<file path="config.mk">
export PLATFORM = sky130hd
export DESIGN_NAME = instr_fetch_flat
export DESIGN_NICKNAME = d
export VERILOG_FILES = /design/src/rtl/instr_fetch_if.sv /design/src/rtl/instr_fetch.sv /design/src/flat_wrapper.sv
export SDC_FILE = /design/constraint.sdc
export NUM_CORES = 1
export LEC_CHECK = 0
export ABC_AREA = 1
export CORE_UTILIZATION = 35
export CTS_CLUSTER_SIZE = 25
export DETAILED_ROUTE_END_ITERATION = 7
export PLACE_DENSITY = 0.69
export SLEW_MARGIN = 5
export SYNTH_ARGS = -nofsm -noshare
export SYNTH_HDL_FRONTEND = slang
export SYNTH_SLANG_ARGS = --single-unit
</file>
<file path="constraint.sdc">
create_clock -name clk -period 5.8 [get_ports clk]
set_clock_uncertainty 0.1 [all_clocks]
set_input_delay 1.16 -clock clk [delete_from_list [all_inputs] [get_ports clk]]
set_output_delay 1.16 -clock clk [all_outputs]
set_load 0.02 [all_outputs]
</file>
<file path="src/rtl/instr_fetch_if.sv">
`default_nettype none
// ============================================================================
//  Module   : instr_fetch_if
//  Purpose  : Instruction-memory request/response bus between fetch unit and
//             instruction memory (one request outstanding at a time).
//  Revision : 1.0  initial release
// ============================================================================
interface instr_fetch_if;
    logic        imem_req;
    logic [31:0] imem_addr;
    logic [31:0] imem_rdata;
    logic        imem_valid;

    modport master (
        output imem_req,
        output imem_addr,
        input  imem_rdata,
        input  imem_valid
    );

    modport slave (
        input  imem_req,
        input  imem_addr,
        output imem_rdata,
        output imem_valid
    );
endinterface
`default_nettype wire

</file>
<file path="src/rtl/instr_fetch.sv">
`default_nettype none
// ============================================================================
//  Module   : instr_fetch
//  Purpose  : Non-prefetching instruction fetch unit: holds the PC, issues one
//             memory request at a time, presents decoded instruction fields.
//  Revision : 1.0  initial release
// ============================================================================
module instr_fetch #(
    parameter logic [31:0] RESET_PC = 32'h0000_0000
) (
    input  wire logic        clk,
    input  wire logic        rst_n,
    instr_fetch_if.master    imem,
    input  wire logic        PCSrc,
    input  wire logic [31:0] ImmExt,
    input  wire logic        stall,
    output logic [31:0]      instr,
    output logic [6:0]       opcode,
    output logic [4:0]       rd,
    output logic [2:0]       funct3,
    output logic [4:0]       rs1,
    output logic [4:0]       rs2,
    output logic [6:0]       funct7,
    output logic             instr_valid,
    output logic [31:0]      pc,
    output logic             misaligned,
    output logic [31:0]      instr_count
);

    localparam logic [31:0] c_NOP = 32'h0000_0013;

    typedef enum logic [1:0] {
        ST_ISSUE = 2'd0,
        ST_WAIT  = 2'd1,
        ST_VALID = 2'd2,
        ST_FAULT = 2'd3
    } state_t;

    state_t      r_state;
    logic [31:0] r_pc;
    logic [31:0] r_instr;
    logic [31:0] r_count;
    logic        r_misaligned;
    logic [31:0] w_next_pc;

    // Only consulted on a consume in VALID; carry out of bit 31 is discarded.
    assign w_next_pc = PCSrc ? (r_pc + ImmExt) : (r_pc + 32'd4);

    always_ff @(posedge clk or negedge rst_n) begin
        if (!rst_n) begin
            r_state      <= ST_ISSUE;
            r_pc         <= RESET_PC;
            r_instr      <= c_NOP;
            r_count      <= 32'd0;
            r_misaligned <= 1'b0;
        end else begin
            case (r_state)
                ST_ISSUE: begin
                    r_state <= ST_WAIT;
                end
                ST_WAIT: begin
                    if (imem.imem_valid) begin
                        r_instr <= imem.imem_rdata;
                        r_state <= ST_VALID;
                    end
                end
                ST_VALID: begin
                    if (!stall) begin
                        r_count <= r_count + 32'd1;
                        if (w_next_pc[1:0] == 2'b00) begin
                            r_pc    <= w_next_pc;
                            r_state <= ST_ISSUE;
                        end else begin
                            r_misaligned <= 1'b1;
                            r_state      <= ST_FAULT;
                        end
                    end
                end
                ST_FAULT: begin
                    r_state <= ST_FAULT;
                end
            endcase
        end
    end

    // Strobes are pure state decodes so no input reaches an output combinationally.
    assign imem.imem_req  = (r_state == ST_ISSUE);
    assign imem.imem_addr = r_pc;
    assign instr_valid    = (r_state == ST_VALID);

    assign instr       = r_instr;
    assign pc          = r_pc;
    assign misaligned  = r_misaligned;
    assign instr_count = r_count;

    assign opcode = r_instr[6:0];
    assign rd     = r_instr[11:7];
    assign funct3 = r_instr[14:12];
    assign rs1    = r_instr[19:15];
    assign rs2    = r_instr[24:20];
    assign funct7 = r_instr[31:25];

endmodule
`default_nettype wire

</file>
<file path="src/flat_wrapper.sv">
// flat-port wrapper written by rule: the top's interface ports become plain ports
module instr_fetch_flat 
#(
    parameter logic [31:0] RESET_PC = 32'h0000_0000
)
  (clk, rst_n, PCSrc, ImmExt, stall, instr, opcode, rd, funct3, rs1, rs2, funct7, instr_valid, pc, misaligned, instr_count, imem_imem_req, imem_imem_addr, imem_imem_rdata, imem_imem_valid);
  instr_fetch_if imem_i ();
  input  wire logic clk;
  input  wire logic rst_n;
  input  wire logic PCSrc;
  input  wire logic [31:0] ImmExt;
  input  wire logic stall;
  output logic [31:0] instr;
  output logic [6:0] opcode;
  output logic [4:0] rd;
  output logic [2:0] funct3;
  output logic [4:0] rs1;
  output logic [4:0] rs2;
  output logic [6:0] funct7;
  output logic instr_valid;
  output logic [31:0] pc;
  output logic misaligned;
  output logic [31:0] instr_count;
  output wire logic [$bits(imem_i.imem_req)-1:0] imem_imem_req;
  output wire logic [$bits(imem_i.imem_addr)-1:0] imem_imem_addr;
  input wire logic [$bits(imem_i.imem_rdata)-1:0] imem_imem_rdata;
  input wire logic [$bits(imem_i.imem_valid)-1:0] imem_imem_valid;
  assign imem_imem_req = imem_i.imem_req;
  assign imem_imem_addr = imem_i.imem_addr;
  assign imem_i.imem_rdata = imem_imem_rdata;
  assign imem_i.imem_valid = imem_imem_valid;
  instr_fetch #(.RESET_PC(RESET_PC)) u_core (.clk(clk), .rst_n(rst_n), .imem(imem_i), .PCSrc(PCSrc), .ImmExt(ImmExt), .stall(stall), .instr(instr), .opcode(opcode), .rd(rd), .funct3(funct3), .rs1(rs1), .rs2(rs2), .funct7(funct7), .instr_valid(instr_valid), .pc(pc), .misaligned(misaligned), .instr_count(instr_count));
endmodule
</file>
==> flow_summary.ini <==
[run_status]
status = complete, no violations

[die]
coreArea_um2 = 22700
die_y_um = 154
ioPinCount = 232
initial_utilization = 0.358
dieArea_um2 = 23800
die_x_um = 154
rows = 55

[detailed_routing]
wl_per_cell_um = 14.7
vias = 7949
routed_wl_um = 24000
antenna_left = 0
drt_pass1_iterations = 6
drt_iter0_markers = 495
routed_via_density = 4.87
drc_errors = 0

[worst_setup_path]
cp-start-kind = input port
crit_type = in2reg
arrival_ps = 3960
worst-path-max-fanout = 39
cp.required_ps = 5990
critPathCaptureType = register

[power]
peakVddDrop_mv = 0.218
power_switching_mw = 2.45
power_frac_clock = 0.124
power.combinational.fraction = 0.617
p_leak_nw = 5.25
power.total_mw = 5.08
p_int_mw = 2.63
pwr-share-seq = 0.259
switching_share = 0.482
power_density_nw_per_um2 = 480

[job]
maxCapViolations = 0

[final_layout]
stdcell_count = 1632
fin_util = 0.466
drive_gt1_frac = 0.0638
nNetsFinal = 1445
syn_to_final_growth_pct = 30.1
diodes = 0
design_area_um2 = 10600

[placed_design]
place_inst = 1616
place_ws_ps = 1610
gp_congestion = 0.922
numPortBuffers = 231
place_area_um2 = 10300
dp_hpwl_um = 19300

[grt]
groute.layer.met1.usage = 0.272
busiest_layer = met2
use_met2 = 0.343
grt_max_degree = 56
grt_pass1_vias = 7523
grt_util_met3 = 0.0249
track_usage = 0.203
overflow = 0
grt_pass1_wl_um = 38700
antenna_found_initial = 0

[synth]
synth-simple-area-share = 0.331
synth.distinct_cells = 47
syn-cell-area_um2 = 8130
synth_area_leaders = dfrtp_1 (30%), nand2_1 (16%), inv_1 (8.1%)
synthMuxAreaShare = 0.0457
synth_edf_count = 0
async_flop_share = 1.00
synth_xor_area_frac = 0.0463
netlist_instances = 1175
synth.most_common_cell = nand2_1
synth_fa_ha_area_frac = 0.0533
ys_warn_count = 0
postSynthAreaPerCell_um2 = 6.92
synth-main-ff-cell = dfrtp_1
yosysTopAreaCell = dfrtp_1
synth-seq-cells = 99
synth_top_area_share = 0.296
synth_compound_area_frac = 0.0687
seq_area_frac_synth = 0.305
synth_top_family_by_area = simple AND/OR/NAND/NOR gates
yosys-top-cells-count = nand2_1 (353), inv_1 (175), nor2_1 (112)
synth_fp_nets = 1278

[clock_network]
ctsHoldBuffers = 0
post_cts_resized = 0
cts_root_buf = clkbuf_16
cts.clk_slew.worst_paths_ps = 80
cts_setup_buffers = 0
clock-sinks = 99
cts_tree = built
cts_buffers = 9
cts-htree-levels = 3
insertion_delay_ps = 350
max-clock-path-buffers = 2

[timing]
holdWs_ps = 367
maxSlewHeadroom = 0.296
fmax_mhz = 266
final-hold-violation-count = 0
post-route-min-period_ps = 3760
setup_ws_ps = 2040
rsz0062_at_grt = no
finalSetupTns_ps = 0
worst_pin_slew_ps = 1060
setup_viol = 0
post-route-period-util = 0.649
drv_slew = 0

[worst_hold_path]
min_path_type = reg2reg
[worst paths after layout]
path	startpoint	to	slack, ps	cells past startpoint
worst max-delay path	ImmExt[0]	u_core.imem.imem_addr[3]$_DFFE_PN0P_	2040	11
worst min-delay path	u_core.misaligned$_DFFE_PN0P_	u_core.misaligned$_DFFE_PN0P_	370	1
worst max register to register	u_core.imem.imem_addr[0]$_DFFE_PN0P_	u_core.imem.imem_addr[3]$_DFFE_PN0P_	2780	10
worst min register to register	u_core.misaligned$_DFFE_PN0P_	u_core.misaligned$_DFFE_PN0P_	370	1
max in group asynchronous	rst_n	u_core.imem.imem_addr[31]$_DFFE_PN0P_	3740	2
min in group asynchronous	rst_n	u_core.instr[28]$_DFFE_PN0P_	710	1
[state kept, by name, summed over array words and instances (netlist names)]
signal / cells
u_core.instr_count: 32
u_core.r_state: 2
u_core.misaligned: 1
u_core.imem.imem_addr: 32
u_core.instr: 32
[kinds of logic (layout without fill, tap and decap cells)]
kind of cell / after synthesis / in the layout
buffers and inverters: 255 / 427
AND/OR/NAND/NOR: 606 / 606
XOR/XNOR: 43 / 43
multiplexers: 33 / 33
AO/OA/AOI/OAI: 105 / 105
adder cells (fa/ha/maj): 34 / 34
flip-flops: 99 / 99
[cell type report]
cell class / count / area (µm²)
Clock buffer: 9 / 225
Clock inverter: 7 / 83.8
Fill cell: 2302 / 12100
Inverter: 176 / 661
Multi-Input combinational cell: 821 / 4430
Sequential cell: 99 / 2480
Tap cell: 285 / 357
Timing Repair Buffer: 235 / 2340
[critical path, cell delays in order]
cell and delay, ps:
clkdlybuf4s50_1 410, ha_1 230, fa_1 480, inv_1 40, a32oi_1 390, nor2_2 50, buf_4 260, inv_1 600
a21oi_1 60, o21ai_0 120, o21a_1 150
[cells in the final DEF (no fill, tap or decap), drive strengths merged, types with 33 or more instances in the layout]
cell / n
nor2: 120
ha: 33
nand2: 356
clkdlybuf4s50: 230
nand3: 71
mux2: 33
a21oi: 75
inv: 179
dfrtp: 96
[power groups by stage]
stage                     combinational (mW)  clock, mW  sequential, mW
after floorplan                         1.84          0            1.48
after global placement                  3.09          0            1.32
after detailed placement                3.12          0            1.33
after CTS                               3.13      0.649            1.32
after global routing                    3.40      0.675            1.36
final                                   3.13      0.632            1.31
[per-layer routing]
metal	wire [µm]	vias up
met1	10900	3651
met2	11300	276
met5	0	-
met4	417	0
met3	1320	29
li1	-	3993
Note: power is estimated with default switching activity, not from simulation.
